--- src/rtl/fpx_pkg.sv ---
// rtl/fpx_pkg.sv - shared types, flag indices and constant builders for the reciprocal unit
package fpx_pkg;

  typedef enum logic [1:0] {
    IDLE  = 2'd0,
    DIV   = 2'd1,
    ROUND = 2'd2,
    DONE  = 2'd3
  } fpx_state_e;

  localparam int FLAG_INVALID     = 0;
  localparam int FLAG_DIV_BY_ZERO = 1;
  localparam int FLAG_UNDERFLOW   = 2;
  localparam int FLAG_INEXACT     = 3;

  // Builders return a wide vector; callers keep the low 1+exp_w+man_w bits.
  localparam int FPX_MAX_W = 128;

  function automatic int fpx_bias(input int exp_w);
    return (1 << (exp_w - 1)) - 1;
  endfunction

  function automatic logic [FPX_MAX_W-1:0] fpx_inf(input int exp_w, input int man_w);
    logic [FPX_MAX_W-1:0] v;
    v = '0;
    for (int i = 0; i < exp_w; i++) v[man_w+i] = 1'b1;
    return v;
  endfunction

  function automatic logic [FPX_MAX_W-1:0] fpx_qnan(input int exp_w, input int man_w);
    logic [FPX_MAX_W-1:0] v;
    v = fpx_inf(exp_w, man_w);
    v[man_w-1] = 1'b1;
    return v;
  endfunction

endpackage

--- src/rtl/fpx_mant_divider.sv ---
// rtl/fpx_mant_divider.sv - restoring division 2/(1.frac), one quotient bit per cycle
module fpx_mant_divider #(
  parameter int MAN_W = 52
) (
  input  logic             clk,
  input  logic             rset,
  input  logic             start,
  input  logic [MAN_W-1:0] divisor_frac,
  output logic             busy,
  output logic             last,
  output logic [MAN_W+1:0] quotient,
  output logic             sticky
);

  // Remainder stays below 2*divisor < 4 after each shift, scaled by 2^MAN_W.
  localparam int RW = MAN_W + 3;
  localparam int CW = $clog2(MAN_W + 3);

  logic [RW-1:0] rem;
  logic [RW-1:0] divisor;
  logic [RW-1:0] diff;
  logic          ge;
  logic [CW-1:0] count;

  always_comb begin
    ge   = (rem >= divisor);
    diff = rem - divisor;
  end

  always_ff @(posedge clk) begin
    if (!rset) begin
      busy     <= 1'b0;
      count    <= '0;
      rem      <= '0;
      divisor  <= '0;
      quotient <= '0;
    end else if (start) begin
      busy     <= 1'b1;
      count    <= CW'(MAN_W + 2);
      rem      <= RW'(1) << (MAN_W + 1);
      divisor  <= {3'b001, divisor_frac};
      quotient <= '0;
    end else if (busy) begin
      quotient <= {quotient[MAN_W:0], ge};
      rem      <= (ge ? diff : rem) << 1;
      count    <= count - CW'(1);
      if (count == CW'(1)) busy <= 1'b0;
    end
  end

  assign last   = busy && (count == CW'(1));
  assign sticky = (rem != '0);

endmodule

--- src/rtl/fpx_reciprocal.sv ---
// rtl/fpx_reciprocal.sv - handshaked IEEE-754 style reciprocal with RNE rounding and flush-to-zero
module fpx_reciprocal
  import fpx_pkg::*;
#(
  parameter int EXP_W = 11,
  parameter int MAN_W = 52
) (
  input  logic                   clk,
  input  logic                   rset,
  input  logic                   in_valid,
  output logic                   in_ready,
  input  logic [EXP_W+MAN_W:0]   rcprcl_input,
  output logic                   out_valid,
  input  logic                   out_ready,
  output logic [EXP_W+MAN_W:0]   rcprcl_output,
  output logic [3:0]             flags
);

  localparam int W    = 1 + EXP_W + MAN_W;
  localparam int EW   = EXP_W + 2;
  localparam int BIAS = fpx_bias(EXP_W);
  localparam logic [FPX_MAX_W-1:0] INF_FULL  = fpx_inf(EXP_W, MAN_W);
  localparam logic [FPX_MAX_W-1:0] QNAN_FULL = fpx_qnan(EXP_W, MAN_W);
  localparam logic [W-1:0] INF_MAG = INF_FULL[W-1:0];
  localparam logic [W-1:0] QNAN    = QNAN_FULL[W-1:0];

  fpx_state_e state;

  logic             in_sign;
  logic [EXP_W-1:0] in_exp;
  logic [MAN_W-1:0] in_frac;
  logic             accept;
  logic             is_regular;
  logic [W-1:0]     spec_res;
  logic [3:0]       spec_flags;
  logic signed [EW-1:0] pow_er;

  logic             sign_q;
  logic [EXP_W-1:0] exp_q;

  logic             div_start;
  logic             div_busy;
  logic             div_last;
  logic [MAN_W+1:0] quotient;
  logic             sticky;

  logic             guard;
  logic             round_up;
  logic             carry;
  logic [MAN_W+1:0] mant_sum;
  logic signed [EW-1:0] reg_er;
  logic [W-1:0]     reg_res;
  logic [3:0]       reg_flags;

  assign {in_sign, in_exp, in_frac} = rcprcl_input;
  assign accept    = in_valid && in_ready && (state == IDLE);
  assign div_start = accept && is_regular;

  // Classification of the offered operand; everything but regular normals resolves here.
  always_comb begin
    spec_res   = '0;
    spec_flags = '0;
    is_regular = 1'b0;
    pow_er     = EW'(2 * BIAS) - $signed({2'b00, in_exp});
    if (&in_exp) begin
      if (~|in_frac) begin
        spec_res = {in_sign, {(W-1){1'b0}}};
      end else begin
        spec_res                 = QNAN;
        spec_flags[FLAG_INVALID] = ~in_frac[MAN_W-1];
      end
    end else if (~|in_exp) begin
      spec_res                     = INF_MAG | {in_sign, {(W-1){1'b0}}};
      spec_flags[FLAG_DIV_BY_ZERO] = 1'b1;
    end else if (~|in_frac) begin
      if (pow_er[EW-1] || (pow_er == '0)) begin
        spec_res                   = {in_sign, {(W-1){1'b0}}};
        spec_flags[FLAG_UNDERFLOW] = 1'b1;
        spec_flags[FLAG_INEXACT]   = 1'b1;
      end else begin
        spec_res = {in_sign, pow_er[EXP_W-1:0], {MAN_W{1'b0}}};
      end
    end else begin
      is_regular = 1'b1;
    end
  end

  fpx_mant_divider #(.MAN_W(MAN_W)) u_div (
    .clk          (clk),
    .rset         (rset),
    .start        (div_start),
    .divisor_frac (in_frac),
    .busy         (div_busy),
    .last         (div_last),
    .quotient     (quotient),
    .sticky       (sticky)
  );

  // quotient = {integer bit, MAN_W fraction bits, guard}; the integer bit is always set here.
  always_comb begin
    guard     = quotient[0];
    round_up  = guard & (sticky | quotient[1]);
    mant_sum  = {1'b0, quotient[MAN_W+1:1]} + (MAN_W+2)'(round_up);
    carry     = mant_sum[MAN_W+1];
    reg_er    = EW'(2 * BIAS - 1) - $signed({2'b00, exp_q}) + $signed({{(EW-1){1'b0}}, carry});
    reg_flags = '0;
    reg_flags[FLAG_INEXACT] = guard | sticky;
    if (reg_er[EW-1] || (reg_er == '0)) begin
      reg_res                   = {sign_q, {(W-1){1'b0}}};
      reg_flags[FLAG_UNDERFLOW] = 1'b1;
      reg_flags[FLAG_INEXACT]   = 1'b1;
    end else begin
      reg_res = {sign_q, reg_er[EXP_W-1:0], mant_sum[MAN_W-1:0]};
    end
  end

  always_ff @(posedge clk) begin
    if (!rset) begin
      state         <= IDLE;
      in_ready      <= 1'b1;
      out_valid     <= 1'b0;
      rcprcl_output <= '0;
      flags         <= '0;
      sign_q        <= 1'b0;
      exp_q         <= '0;
    end else begin
      case (state)
        IDLE: begin
          if (accept) begin
            sign_q   <= in_sign;
            exp_q    <= in_exp;
            in_ready <= 1'b0;
            if (is_regular) begin
              state <= DIV;
            end else begin
              state         <= DONE;
              out_valid     <= 1'b1;
              rcprcl_output <= spec_res;
              flags         <= spec_flags;
            end
          end
        end
        DIV: begin
          if (div_busy && div_last) state <= ROUND;
        end
        ROUND: begin
          state         <= DONE;
          out_valid     <= 1'b1;
          rcprcl_output <= reg_res;
          flags         <= reg_flags;
        end
        DONE: begin
          if (out_ready) begin
            state     <= IDLE;
            out_valid <= 1'b0;
            in_ready  <= 1'b1;
          end
        end
        default: state <= IDLE;
      endcase
    end
  end

endmodule

--- config.mk ---
export PLATFORM = sky130hd
export DESIGN_NAME = fpx_reciprocal
export DESIGN_NICKNAME = d
export VERILOG_FILES = /design/src/rtl/fpx_pkg.sv /design/src/rtl/fpx_mant_divider.sv /design/src/rtl/fpx_reciprocal.sv
export SDC_FILE = /design/constraint.sdc
export NUM_CORES = 1
export LEC_CHECK = 0
export BUFFER_PORTS_ARGS = -buffer_cell sky130_fd_sc_hd__buf_2
export CAP_MARGIN = 40
export CORE_ASPECT_RATIO = 0.5
export CORE_UTILIZATION = 40
export DETAILED_ROUTE_END_ITERATION = 8
export GPL_ROUTABILITY_DRIVEN = 0
export SLEW_MARGIN = 20
export SYNTH_ARGS = -nofsm -noshare
export SYNTH_HDL_FRONTEND = slang
export SYNTH_HIERARCHICAL = 1
export SYNTH_SLANG_ARGS = --single-unit
--- constraint.sdc ---
create_clock -name clk -period 4.3 [get_ports clk]
set_clock_uncertainty 0.15 [all_clocks]
set_input_delay 0.215 -clock clk [delete_from_list [all_inputs] [get_ports clk]]
set_output_delay 0.215 -clock clk [all_outputs]
set_load 0.02 [all_outputs]
==> impl_results.rst <==
.. list-table::
   :header-rows: 1

   * - Metric
     - Value
   * - Status
     - finished, violations left
   * - Violations in the final reports
     - negative setup slack
   * - Share of the clock period used by the worst path
     - 1.09
   * - Type of the worst min-delay path
     - in2reg
   * - Mean post-synth cell area
     - 8.13 sq um
   * - Netlist area before placement
     - roughly 15,000 sq um
   * - Die Footprint
     - ~39,000 sq um
   * - CORE AREA
     - approximately 38,000 sq um
   * - DRT antenna net count
     - 0
   * - Deepest level of the CTS H-tree
     - 1
   * - Number of standard-cell rows in the floorplan
     - 50
   * - CP max FO
     - 8
   * - Number of iterations in the first detailed-routing pass
     - 5
   * - Normalized max-slew margin
     - 0.428
   * - Share of final-layout standard cells stronger than drive strength 1
     - 0.208
   * - Number of synthesis warnings
     - 6
   * - PD cells
     - roughly 660 nW/um^2
   * - Die boundary height
     - 140 microns
   * - Most common cell after layout, fill and taps aside
     - sky130_fd_sc_hd__dfxtp_1
   * - Capture instance of the worst register-to-register path
     - rcprcl_output[6]$_SDFFE_PN0P_
   * - Max-Cap Viols
     - 0
   * - Final count of hold timing violations
     - 0
   * - Worst path depth
     - 23
   * - Critical Path Start
     - u_div/rem[50]$_SDFFE_PP0P_
   * - Reg-to-reg slack, setup
     - -0.39 ns
   * - Starting density of the core
     - 0.408
   * - Buffers on Ports
     - 137
   * - Cell leakage power
     - around 8 nW
   * - Maximum number of pins on one net before global-route repair
     - 90
   * - Initial antenna violation count
     - 0
   * - Global Route Usage Sum
     - 0.214
   * - CP delay by family, top
     - simple AND/OR/NAND/NOR gates
   * - Vias post-DR
     - ~14,000
   * - Worst setup path category
     - reg2reg
   * - Arrival time at the worst endpoint
     - between 4 and 5 ns
   * - Commonest cells after routing, fill and taps aside
     - sky130_fd_sc_hd__dfxtp_1, sky130_fd_sc_hd__nand2_1, sky130_fd_sc_hd__mux2i_1
   * - Unrepaired setup endpoints after global routing
     - yes
   * - Via-per-instance ratio
     - roughly 5.3
   * - Number of top-level pins
     - 138
   * - Unique masters post-synth
     - slightly below 80
   * - Hold Worst Slack
     - slightly above 0.07 ns
   * - TritonCTS clock tree
     - done
   * - Slowest-stage cell, CP
     - sky130_fd_sc_hd__or4b_1
   * - Final Critical Period
     - about 4.7 ns
   * - Number of storage elements in the synthesis netlist
     - between 200 and 300
   * - Worst Reg2Reg Path Length in Cells
     - 23
   * - Cells after Synth
     - 1,884
   * - Total clock buffers created by CTS
     - 25
   * - Worst Setup Slack, final
     - -0.395 ns
   * - Via count of the first global-routing pass
     - between 10,000 and 15,000
   * - CTS Buffer Depth
     - 3
   * - Worst r2r src
     - u_div/rem[50]$_SDFFE_PP0P_
   * - Iteration-0 DRC count of the detailed router
     - about 900
   * - Clock transition at the registers of the reported paths
     - approximately 0.07 ns
   * - Final wirelength
     - 43,400 microns
   * - Area growth from synthesis to layout
     - 27.2%
   * - Maximum clock rate
     - about 210 MHz
   * - Final cell utilization of the core
     - 0.519
   * - # DRC
     - 0
   * - Die W
     - 279 microns
   * - Number of nets produced by synthesis
     - between 2,000 and 2,500
   * - Final number of max-transition violations
     - 0
   * - Slowest stage delay, CP
     - 0.47 ns
   * - Wire length of the first global-routing pass
     - a little under 70,000 microns
   * - Cell Chain, Critical Path
     - nor4_4 -> nand4_1 -> or4_4 -> o21a_1 -> ha_2 -> nand3_2 -> nor2_2 -> nand3_2 -> nor3_4 -> nand4_1 -> nor2_2 -> ha_2 -> ha_4 -> nand3b_1 -> buf_6 -> or3_4 -> or4b_1 -> o211a_1 -> a2111o_1 -> nand4_4 -> buf_12 -> clkbuf_16 -> o21ai_1
   * - Setup crit start kind
     - flop
   * - GRT overflow
     - 0
   * - Share of flip-flops with an asynchronous set or reset after synthesis
     - 0
   * - Post-detail-place hpwl
     - roughly 31,000 microns
   * - Average detailed-routed wire length per instance
     - 16.2 microns
   * - Final antenna diode count
     - 0
   * - Endpoint of the worst setup timing path
     - rcprcl_output[6]$_SDFFE_PN0P_
   * - Worst Path Required
     - between 4 and 5 ns
   * - Critical path capture point type
     - flop
   * - Worst voltage drop across the vdd grid
     - 0.000508 V
   * - Buffer cell driving the clock tree root
     - sky130_fd_sc_hd__clkbuf_16
   * - Net count of the finished layout
     - between 2,000 and 2,500
   * - Dominant register cell in the synthesized netlist
     - sky130_fd_sc_hd__dfxtp_1
   * - CTS Sinks
     - ~250
   * - Worst-Skew Late Latency
     - roughly 0.54 ns
   * - Number of enable-type register cells in the synthesized netlist
     - 0
   * - Total setup violations reported at the end of the flow
     - 64
   * - Sequential area share after synthesis
     - 0.329
   * - Tightest Pin Transition
     - 0.858 ns
   * - Worst path buffer plus inverter count
     - 3
## final cells by class
cell class              instances  area (sq um)
clock inverters                15           153
flip-flops and latches        252          5080
well taps                     494           618
fillers                      3597         18100
repair buffers                365          2790
clock buffers                  30           684
multi-input cells            1441          9830
inverters                      87           327
## metal layers
metal | global-route usage | vias to the layer above | part of all wire
li1 | - | 7242 | -
met3 | 0.0300 | 72 | 0.037
met5 | 0 | - | 0
met2 | 0.356 | 296 | 0.46
met4 | 0.0636 | 0 | 0.027
met1 | 0.288 | 6735 | 0.47
## Yosys cell counts (all sizes together), types with 4 or more instances
cell	count	area, sq um
dfxtp	252	5040
nand2	188	706
o21ai	170	900
mux2i	156	1560
nor2	148	556
a21oi	145	726
inv	87	327
clkbuf	76	285
ha	70	876
xnor2	70	632
nor2b	63	394
xor2	56	490
nand3	49	245
nand4	43	284
nor4	39	244
buf	28	201
and3	26	163
nor3	25	130
a21o	20	150
o21a	17	128
a31oi	16	100
a211oi	13	110
o21bai	12	101
o31ai	10	75.1
or3	10	62.6
and2	8	50.1
a21boi	7	52.6
o22ai	6	37.5
or4	6	45.0
and4	5	43.8
nand2b	5	31.3
o2111ai	5	43.8
a211o	4	35.0
mux2	4	45.0
o211ai	4	30.0
## stage by stage
step | setup WS, ns | instances | total power, mW | area [sq um] | setup TNS (ns)
after global routing | -0.595 | 2684 | 13.8 | 19500 | -34.77
after global placement | -0.450 | 2550 | 10.4 | 17300 | -25.98
after detailed placement | -0.567 | 2553 | 10.4 | 17300 | -32.50
final | -0.395 | 2684 | 12.9 | 19500 | -21.36
after floorplan | 0.00167 | 1884 | 8.57 | 15300 | 0
after CTS | -0.406 | 2673 | 12.8 | 19100 | -19.54
## kinds of logic (layout without fill, tap and decap cells)
kind of cell	Yosys count	count (layout)	share of synthesized area
and+or+nand+nor	627	627	0.200
muxes	160	160	0.105
adders and majority gates	71	71	0.0585
xor gates and xnor gates	127	127	0.0747
AOI/OAI and AO/OA	456	456	0.180
buffers and inverters	191	497	0.0531
DFF	252	252	0.329
## sequential cells by signal (all words and copies together), names as in the netlist
| signal | count |
|---|---|
| out_valid | 1 |
| flags | 4 |
| sign_q | 1 |
| u_div/quotient | 54 |
| in_ready | 1 |
| rcprcl_output | 64 |
| state | 2 |
| u_div/divisor | 53 |
| u_div/busy | 1 |
| u_div/count | 6 |
| exp_q | 11 |
| u_div/rem | 54 |
## worst min-delay path by stage
stage / cells after the start / endpoint / from
2_1_floorplan: 2 / exp_q[0]$_SDFFE_PN0P_ / rcprcl_input[52]
3_3_place_gp: 2 / rcprcl_output[34]$_SDFFE_PN0P_ / rcprcl_output[34]$_SDFFE_PN0P_
3_5_place_dp: 2 / rcprcl_output[31]$_SDFFE_PN0P_ / rcprcl_output[31]$_SDFFE_PN0P_
4_1_cts: 5 / exp_q[6]$_SDFFE_PN0P_ / in_valid
5_1_grt: 5 / exp_q[5]$_SDFFE_PN0P_ / in_valid
6_report: 5 / exp_q[7]$_SDFFE_PN0P_ / in_valid
## tightest hold or removal path: stages
cell and delay [ns]:
sky130_fd_sc_hd__buf_2 0.10, sky130_fd_sc_hd__nand3_1 0.07, sky130_fd_sc_hd__buf_4 0.19, sky130_fd_sc_hd__nand2_1 0.08
sky130_fd_sc_hd__a21oi_1 0.06
## report_power, final
group          internal, mW  switching [mW]
Clock                  1.26            1.01
Combinational          3.34            4.42
Sequential             2.64           0.231
Total                  7.25            5.66
## repair_timing
action	in CTS	in global routing
gates cloned	3	5
setup endpoints to repair	64	64
endpoints found under the hold margin	69	0
gates resized for setup	61	79
buffers inserted	8	7
pin swaps	8	43
hold buffers	67	0
(Power assumes the default switching activity.)
